`config.mk`:
```
export PLATFORM = sky130hd
export DESIGN_NAME = load_store_unit
export DESIGN_NICKNAME = d
export VERILOG_FILES = /design/src/rtl/lsu_pkg.sv /design/src/rtl/lsu_lane_align.sv /design/src/rtl/load_store_unit.sv
export SDC_FILE = /design/constraint.sdc
export NUM_CORES = 1
export LEC_CHECK = 0
export ABC_AREA = 1
export CAP_MARGIN = 30
export CORE_MARGIN = 2
export CORE_UTILIZATION = 51
export DETAILED_ROUTE_END_ITERATION = 8
export GPL_ROUTABILITY_DRIVEN = 1
export PLACE_DENSITY = 0.77
export SYNTH_ARGS = -nofsm -noshare
export SYNTH_HDL_FRONTEND = slang
export SYNTH_SLANG_ARGS = --single-unit
export TNS_END_PERCENT = 10
```
`constraint.sdc`:
```
create_clock -name clk -period 3.4 [get_ports clk]
set_input_delay 0.34 -clock clk [delete_from_list [all_inputs] [get_ports clk]]
set_output_delay 0.34 -clock clk [all_outputs]
set_load 0.005 [all_outputs]
```
`src/rtl/lsu_pkg.sv`:
```
// Shared definitions for the load/store unit: funct3 encodings and FSM states.
`timescale 1ns/1ps
package lsu_pkg;
  localparam logic [2:0] F3_B  = 3'b000;
  localparam logic [2:0] F3_H  = 3'b001;
  localparam logic [2:0] F3_W  = 3'b010;
  localparam logic [2:0] F3_BU = 3'b100;
  localparam logic [2:0] F3_HU = 3'b101;

  typedef enum logic [2:0] {IDLE, RD1, RD2, RD3, WR, DONE} lsu_state_e;
endpackage

```
`src/rtl/lsu_lane_align.sv`:
```
// Byte/half lane handling: load extract+extend and store merge into an old word.
`timescale 1ns/1ps
module lsu_lane_align
  import lsu_pkg::*;
#(
  parameter int XLEN = 32
) (
  input  logic [XLEN-1:0] word,
  input  logic [1:0]      off,
  input  logic [2:0]      funct3,
  input  logic [XLEN-1:0] wdata,
  output logic [XLEN-1:0] ld_data,
  output logic [XLEN-1:0] st_word
);
  logic [7:0]  b;
  logic [15:0] h;

  always_comb begin
    b = word[{off, 3'b000} +: 8];
    h = word[{off[1], 4'b0000} +: 16];
    case (funct3)
      F3_B:    ld_data = {{(XLEN-8){b[7]}}, b};
      F3_BU:   ld_data = {{(XLEN-8){1'b0}}, b};
      F3_H:    ld_data = {{(XLEN-16){h[15]}}, h};
      F3_HU:   ld_data = {{(XLEN-16){1'b0}}, h};
      default: ld_data = word;
    endcase
  end

  always_comb begin
    st_word = word;
    case (funct3)
      F3_B:    st_word[{off, 3'b000} +: 8]    = wdata[7:0];
      F3_H:    st_word[{off[1], 4'b0000} +: 16] = wdata[15:0];
      default: st_word = wdata;
    endcase
  end
endmodule

```
`src/rtl/load_store_unit.sv`:
```
// RISC-V load/store front end for a word RAM without byte enables (sub-word stores RMW).
// Optional LSU_FWD_EN: last-write buffer serving matching loads and sub-word merges.
`timescale 1ns/1ps
module load_store_unit
  import lsu_pkg::*;
#(
  parameter int DEPTH_WORDS = 128,
  parameter int XLEN        = 32
) (
  input  logic            clk,
  input  logic            rst_n,
  input  logic            req_valid,
  output logic            req_ready,
  input  logic            req_we,
  input  logic [2:0]      req_funct3,
  input  logic [XLEN-1:0] req_addr,
  input  logic [XLEN-1:0] req_wdata,
  output logic            resp_valid,
  output logic            resp_err,
  output logic [XLEN-1:0] resp_rdata,
  output logic [XLEN-1:0] ram_addr_out,
  input  logic [XLEN-1:0] ram_data,
  output logic [XLEN-1:0] ram_addr_in,
  output logic [XLEN-1:0] ram_value,
  output logic            ram_wd
);
  lsu_state_e      state, state_nxt;
  logic            we_q;
  logic [2:0]      f3_q;
  logic [1:0]      off_q;
  logic [XLEN-1:0] idx_q, wdata_q;
  logic [XLEN-1:0] req_idx, wr_idx;
  logic            acc, req_err, fwd_hit, wr_issue;
  logic [XLEN-1:0] al_word, al_wdata, ld_data, st_word;
  logic [1:0]      al_off;
  logic [2:0]      al_f3;

  assign req_idx    = {2'b00, req_addr[XLEN-1:2]};
  assign req_ready  = (state == IDLE);
  assign resp_valid = (state == DONE);
  assign acc        = req_valid && (state == IDLE);

  always_comb begin
    req_err = req_we ? (req_funct3 > F3_W) : (req_funct3 inside {3'b011, 3'b110, 3'b111});
    if (req_funct3[1:0] == 2'b01 && req_addr[0])          req_err = 1'b1;
    if (req_funct3[1:0] == 2'b10 && req_addr[1:0] != 2'b00) req_err = 1'b1;
    if (req_idx >= XLEN'(DEPTH_WORDS))                    req_err = 1'b1;
  end

`ifdef LSU_FWD_EN
  logic            fwd_vld;
  logic [XLEN-1:0] fwd_idx, fwd_word;
  assign fwd_hit = fwd_vld && (fwd_idx == req_idx);
  // In IDLE the lane logic works on the buffered word; otherwise on RAM data.
  assign al_word = (state == IDLE) ? fwd_word : ram_data;
`else
  assign fwd_hit = 1'b0;
  assign al_word = ram_data;
`endif

  assign al_off   = (state == IDLE) ? req_addr[1:0] : off_q;
  assign al_f3    = (state == IDLE) ? req_funct3    : f3_q;
  assign al_wdata = (state == IDLE) ? req_wdata     : wdata_q;
  assign wr_idx   = (state == IDLE) ? req_idx       : idx_q;

  // SW (and buffered sub-word stores) write straight from IDLE; RMW writes from RD3.
  assign wr_issue = (acc && !req_err && req_we && (req_funct3 == F3_W || fwd_hit)) ||
                    (state == RD3 && we_q);

  lsu_lane_align #(.XLEN(XLEN)) u_align (
    .word    (al_word),
    .off     (al_off),
    .funct3  (al_f3),
    .wdata   (al_wdata),
    .ld_data (ld_data),
    .st_word (st_word)
  );

  always_ff @(posedge clk) begin
    if (!rst_n) state <= IDLE;
    else        state <= state_nxt;
  end

  always_comb begin
    state_nxt = state;
    case (state)
      IDLE: if (req_valid) begin
        if (req_err || (!req_we && fwd_hit))                  state_nxt = DONE;
        else if (req_we && (req_funct3 == F3_W || fwd_hit))   state_nxt = WR;
        else                                                  state_nxt = RD1;
      end
      RD1:     state_nxt = RD2;
      RD2:     state_nxt = RD3;
      RD3:     state_nxt = we_q ? WR : DONE;
      WR:      state_nxt = DONE;
      DONE:    state_nxt = IDLE;
      default: state_nxt = IDLE;
    endcase
  end

  always_ff @(posedge clk) begin
    if (!rst_n) begin
      we_q         <= 1'b0;
      f3_q         <= '0;
      off_q        <= '0;
      idx_q        <= '0;
      wdata_q      <= '0;
      resp_err     <= 1'b0;
      resp_rdata   <= '0;
      ram_addr_out <= '0;
      ram_addr_in  <= '0;
      ram_value    <= '0;
      ram_wd       <= 1'b0;
    end else begin
      ram_wd <= wr_issue;
      if (wr_issue) begin
        ram_addr_in <= wr_idx;
        ram_value   <= st_word;
      end
      case (state)
        IDLE: if (acc) begin
          we_q    <= req_we;
          f3_q    <= req_funct3;
          off_q   <= req_addr[1:0];
          idx_q   <= req_idx;
          wdata_q <= req_wdata;
          if (req_err) begin
            resp_err   <= 1'b1;
            resp_rdata <= '0;
          end else begin
            ram_addr_out <= req_idx;
            if (!req_we && fwd_hit) begin
              resp_err   <= 1'b0;
              resp_rdata <= ld_data;
            end
          end
        end
        RD3: if (!we_q) begin
          resp_err   <= 1'b0;
          resp_rdata <= ld_data;
        end
        WR: begin
          resp_err   <= 1'b0;
          resp_rdata <= '0;
        end
        default: ;
      endcase
    end
  end

`ifdef LSU_FWD_EN
  always_ff @(posedge clk) begin
    if (!rst_n) begin
      fwd_vld  <= 1'b0;
      fwd_idx  <= '0;
      fwd_word <= '0;
    end else if (wr_issue) begin
      fwd_vld  <= 1'b1;
      fwd_idx  <= wr_idx;
      fwd_word <= st_word;
    end
  end
`endif
endmodule

```
# --- Word-level counts from Yosys, hierarchy flattened ---
# Cells that the tools add are included.
totals:
  ff_bits: 199
  input_bits: 103
  output_inout_bits: 132
  word_cells: 84
op_classes:
  addsub: 2
  order_cmp: 2
  eq_ne: 18
  n_shift: 6
  n_mux: 25
  n_bitwise: 1
  n_reduce_logical: 18
op_table:
  columns: ["op", "count"]
  rows:
  - ["$mux 32", 4]
  - ["$pmux 32 s4", 1]
  - ["$pmux 32 s3", 1]
  - ["$bwmux 32", 2]
  - ["$pmux 32 s2", 1]
  - ["$shift 16x7->32 const A", 1]
  - ["$shift 8x7->32 const A", 1]
  - ["$shiftx 16x7->32", 1]
  - ["$shiftx 32x6->16", 1]
  - ["$shiftx 32x6->8", 1]
  - ["$shiftx 8x7->32", 1]
  - ["$ge 30x8->1 const B", 1]
  - ["$mux 30", 1]
  - ["$eq 3x3->1 const B", 6]
  - ["$pmux 3 s5", 1]
  - ["$neg 5->7", 2]
  - ["$eq 3x2->1 const B", 4]
  - ["$mux 3", 4]
  - ["$logic_and 1x1->1", 8]
  - ["$mux 1", 8]
  - ["$eq 3x1->1 const B", 2]
  - ["$logic_not 3->1", 2]
  - ["$reduce_bool 3->1", 2]
  - ["$ne 2x1->1 const B", 2]
  - ["other kinds (13)", 14]

# --- Longest topological paths before layout ---
depth:
  depth_word: 11
  ltp_mapped: 15
  ltp_nobuf: 12

# --- Modules after synthesis ---
# From an unflattened synthesis, not the netlist that was laid out.
hier_totals:
  cells_unflattened: 1815
  hier_area_um2: 10991.8
by_module_without_submodules:
  columns: ["mod", "instances", "cells_per_inst", "area_each_um2", "seq_area_each_um2"]
  rows:
  - ["load_store_unit", 1, 1266, 8538.2, 3943.8]
  - ["lsu_lane_align", 1, 549, 2453.6, 0.0]

# --- Worst setup path after synthesis ---
# Ideal clock, no wire load.
synth_path:
  kind: "flip-flop to flip-flop"
  startpoint: "register state[0]"
  endpoint: "register ram_value[3]"
  setup_time_ns: 0.116
  arrival_ns: 2.331
  required_time_ns: 3.284
  slack_ns: 0.954
  path_stages_with_launch: 15
  n_path_buf: 2
  period_less_slack_ns: 2.446
  path_cell_list: "dfxtp_1 nor2_8 nand2_8 nand2_1 nand2_1 buf_2 ha_1 clkbuf_1 clkinv_1 nand2_1 o21ai_0 nand2_1 nand2_1 nor2_1 nor2_1"
synth_between:
  elab_chain_len: 6
  elab_cells_between_ends: 22
  classes_between: "2 x add/sub; 2 x eq/ne; 4 x shift; 6 x mux; 8 x reduce/logical"
synth_rtl:
  columns: ["item", "line_no", "rtl"]
  rows:
  - ["start: declaration", "load_store_unit.sv:27", "lsu_state_e state, state_nxt;"]
  - ["start signal: assignment", "load_store_unit.sv:81", "else state <= state_nxt;"]
  - ["$logic_not 3->1", null, null]
  - ["$mux 2 / $logic_and 1x1->1 (equally long branches)", "load_store_unit.sv:61, load_store_unit.sv:41", null]
  - ["$neg 5->7, or another cell as far along", "lsu_lane_align.sv:34", "F3_H: st_word[{off[1], 4'b0000} +: 16] = wdata[15:0];"]
  - ["$shiftx 16x7->32, or another cell as far along", "lsu_lane_align.sv:34", null]
  - ["$bwmux 32, or another cell as far along", "lsu_lane_align.sv:34", null]
  - ["$pmux 32 s2 / $logic_or 1x1->1 (equally long branches)", "lsu_lane_align.sv:32, load_store_unit.sv:67", null]
  - ["end signal: assignment", "load_store_unit.sv:118", "ram_value <= st_word;"]
  - ["end: declaration", "load_store_unit.sv:24", "output logic [XLEN-1:0] ram_value,"]
# Several ways; a longest one is shown, not always the timed one.
# A chain may end at the register's enable or synchronous reset.

# --- Worst setup path in the final report ---
layout_path:
  startpoint: "register state[1]"
  endpoint: "register ram_value[7]"
# The elaborated chain is that of the path after synthesis.

==> metrics.yaml <==
drt:
  drt_pass1_iterations: 6
  wire_per_inst_um: 15.9
  ant_nets: 0
  drt-total-wl_um: 34000
  drtIter0Drc: 1387
  routed_via_density: 5.36
  highest-signal-layer: "met4"
  wl_met2_um: 14700
  drcViolationCount: 0
  vias: 11400
  wl_met3_um: 3170
  m1WireLength_um: 15500
logic_synthesis:
  synth.avg_cell_area_um2: 6.22
  postSynthCellCount: 1690
  synth_seq_cells: 197
  synth_top_cell_by_area: "dfxtp_1"
  synth_edf_count: 0
  synth_commonest_cells: "445 x nand2_1, 323 x nor2_1, 211 x o21ai_0"
  yosysWarningCount: 0
  synthDominantCellAreaShare_pct: 37.5
  synthArstFlopShare_pct: 0
  synth_most_common_cell: "nand2_1"
  synth_area_um2: 10500
  synth_ff_type: "dfxtp_1"
  synth_cell_types: 36
  synthTopCellsByArea: "dfxtp_1 38%, nand2_1 16%, nor2_1 12%, o21ai_0 10%, a21oi_1 5.7%"
  yosysSeqAreaShare_pct: 37.5
timing:
  fmax_ghz: 0.341
  setup_tns_ps: 0
  slew_violations: 0
  setup_slack_ps: 471
  rsz0062_at_grt: "no"
  worst_slew_pin_slew_ps: 890
  worst_slew_margin_rel_pct: 40.6
  min_period_ps: 2930
  hold_viol_final: 0
  finClkSkew_ps: 10.6
  final-setup-viol-count: 0
  min_period_over_period_pct: 86.1
  timing.hold.ws_ps: 351
critical_path:
  crit_path_start_kind: "flop"
  path_class: "flop to flop"
  end_kind: "flop"
  worstPathRequired_ps: 3740
  worstPathArrival_ps: 3270
  critPathMaxFanout: 29
  reg2reg_from: "state[1]"
  worst_path_most_repeated_cell: "nand2_1"
  slowest_stage: "ha_1"
  max_stage_delay_ps: 550
  crit_path_start: "state[1]"
  worstPathCellList: "nor2_8 -> nand2_8 -> nand2_1 -> nand2_1 -> ha_1 -> clkinv_1 -> nand2_1 -> o21ai_0 -> nand2_1 -> nand2_1 -> nor2_1 -> nor2_1"
floorplanning:
  rows: 52
  die_h_um: 148
  dieArea_um2: 21800
  fp.coreArea_um2: 20200
  io_pins: 235
  initial_core_util_pct: 51.9
  die_x_um: 148
placement:
  placed_area_um2: 12800
  hpwl_um: 23600
  place_ws_ps: 573
  gp_congestion: 0.940
  place_inst: 2103
  io_buffers: 230
global_route:
  grt_pass1_vias: 10100
  grt_max_degree: 95
  grt_pass1_wl_um: 54000
  antenna_found_initial: 1
  grt_overflow_total: 0
  grt_util_all_layers_pct: 30.8
run_status:
  status: "finished clean"
cells_and_area:
  nets: 1960
  area_growth_pct: 28.1
  final_area_um2: 13500
  drive_gt1_share_pct: 4.61
  layout.cells.non_filler: 2136
run:
  cap_violations: 0
pwr:
  swShare_pct: 50.4
  p_int_uw: 5800
  powerDensity_nw_per_um2: 869
  clockPowerShare_pct: 18.6
  pwr-share-seq_pct: 24.2
  pwr-share-comb_pct: 57.2
  power.switching_uw: 5900
  vdd_ir_drop_max_mv: 0.488
  total_leakage_power_uw: 0.00580
cts:
  ctsResizeCount: 0
  cts_root_buf: "clkbuf_16"
  cts_tree: "done"
  holdBufCountCts: 0
  cts_setup_buffers: 0
  path_clk_slew_ps: 80
  clk_latency_ps: 450
  max-clock-path-buffers: 2
  cts_htree_levels: 4
  cts_sinks: 197
  cts_buffers: 17
worst_hold_path:
  hp-start: "rst_n"
  hold_path.class: "input pin to flop"
[placed cells by master, fill, tap and decap left out, types with 5 or more instances in the layout]
master / count
inv_1: 128
a211oi_1: 8
clkdlybuf4s50_1: 229
o21ai_1: 17
clkbuf_16: 17
o21ai_0: 211
and2_1: 8
clkinv_8: 5
buf_4: 24
nor2_1: 323
nand2_2: 6
nand2_1: 444
a21oi_1: 120
ha_1: 5
dfxtp_1: 197
nand3_1: 40
a22oi_1: 8
inv_2: 7
nand4_1: 26
[power groups by stage]
stage	clock network [uW]	registers, uW	logic, uW
floorplan	0	2860	4860
global placement	0	2870	6450
detailed placement	0	2880	6470
CTS	2210	2830	6520
global route	2300	2860	7420
finish	2180	2830	6690
[registers in the layout, indices dropped and copies added, names as in the netlist]
register      cells
resp_rdata       32
we_q              1
ram_wd            1
ram_addr_in      30
wdata_q          32
resp_err          1
idx_q            30
ram_addr_out     30
state             3
ram_value        32
f3_q              3
off_q             2
[per-layer routing]
| layer | vias up | GRT usage [%] |
|---|---|---|
| met4 | 0 | 8.51 |
| li1 | 5680 | - |
| met1 | 5177 | 45.0 |
| met5 | - | 0 |
| met2 | 538 | 45.8 |
| met3 | 50 | 6.94 |
[through the flow]
| step | total power (uW) | utilization (%) |
|---|---|---|
| floorplan | 7720 | - |
| global placement | 9310 | 63.3 |
| finish | 11700 | 66.5 |
| CTS | 11600 | 66.5 |
| global route | 12600 | 66.5 |
| detailed placement | 9350 | 63.3 |
[worst max-delay path: cells and delay by family (launching register included)]
| kind | cells | cell delay (ps) |
|---|---|---|
| adders and majority gates | 1 | 550 |
| DFF | 1 | 400 |
| and+or+nand+nor | 9 | 1430 |
| AOI/OAI and AO/OA | 1 | 120 |
| buffers and inverters | 1 | 310 |
[path summary, 6_finish.rpt]
path,slack (ps),to,cells after the start
setup / recovery,470,ram_value[7],12
setup reg to reg,470,ram_value[7],12
hold reg to reg,440,ram_addr_out[8],2
hold / removal,350,ram_addr_out[22],3
[cell type report]
cell class,instances,area [um2]
Clock inverter,14,204
Timing Repair Buffer,256,2520
Inverter,136,510
Sequential cell,197,3940
Clock buffer,18,439
Antenna cell,1,2.50
Tap cell,270,338
Fill cell,1944,6770
Multi-Input combinational cell,1244,5510
[cell families (layout without fill, tap and decap cells)]
kind of cell / Yosys count / count (layout) / synth area share, %
AO/OA/AOI/OAI: 368 / 368 / 18.0
adder cells (fa/ha/maj): 5 / 5 / 0.595
buffers and inverters: 252 / 424 / 10.2
flip-flops: 197 / 197 / 37.5
other: 1 / 5 / 0.0357
AND/OR/NAND/NOR: 867 / 867 / 33.6
(Power assumes the default switching activity.)
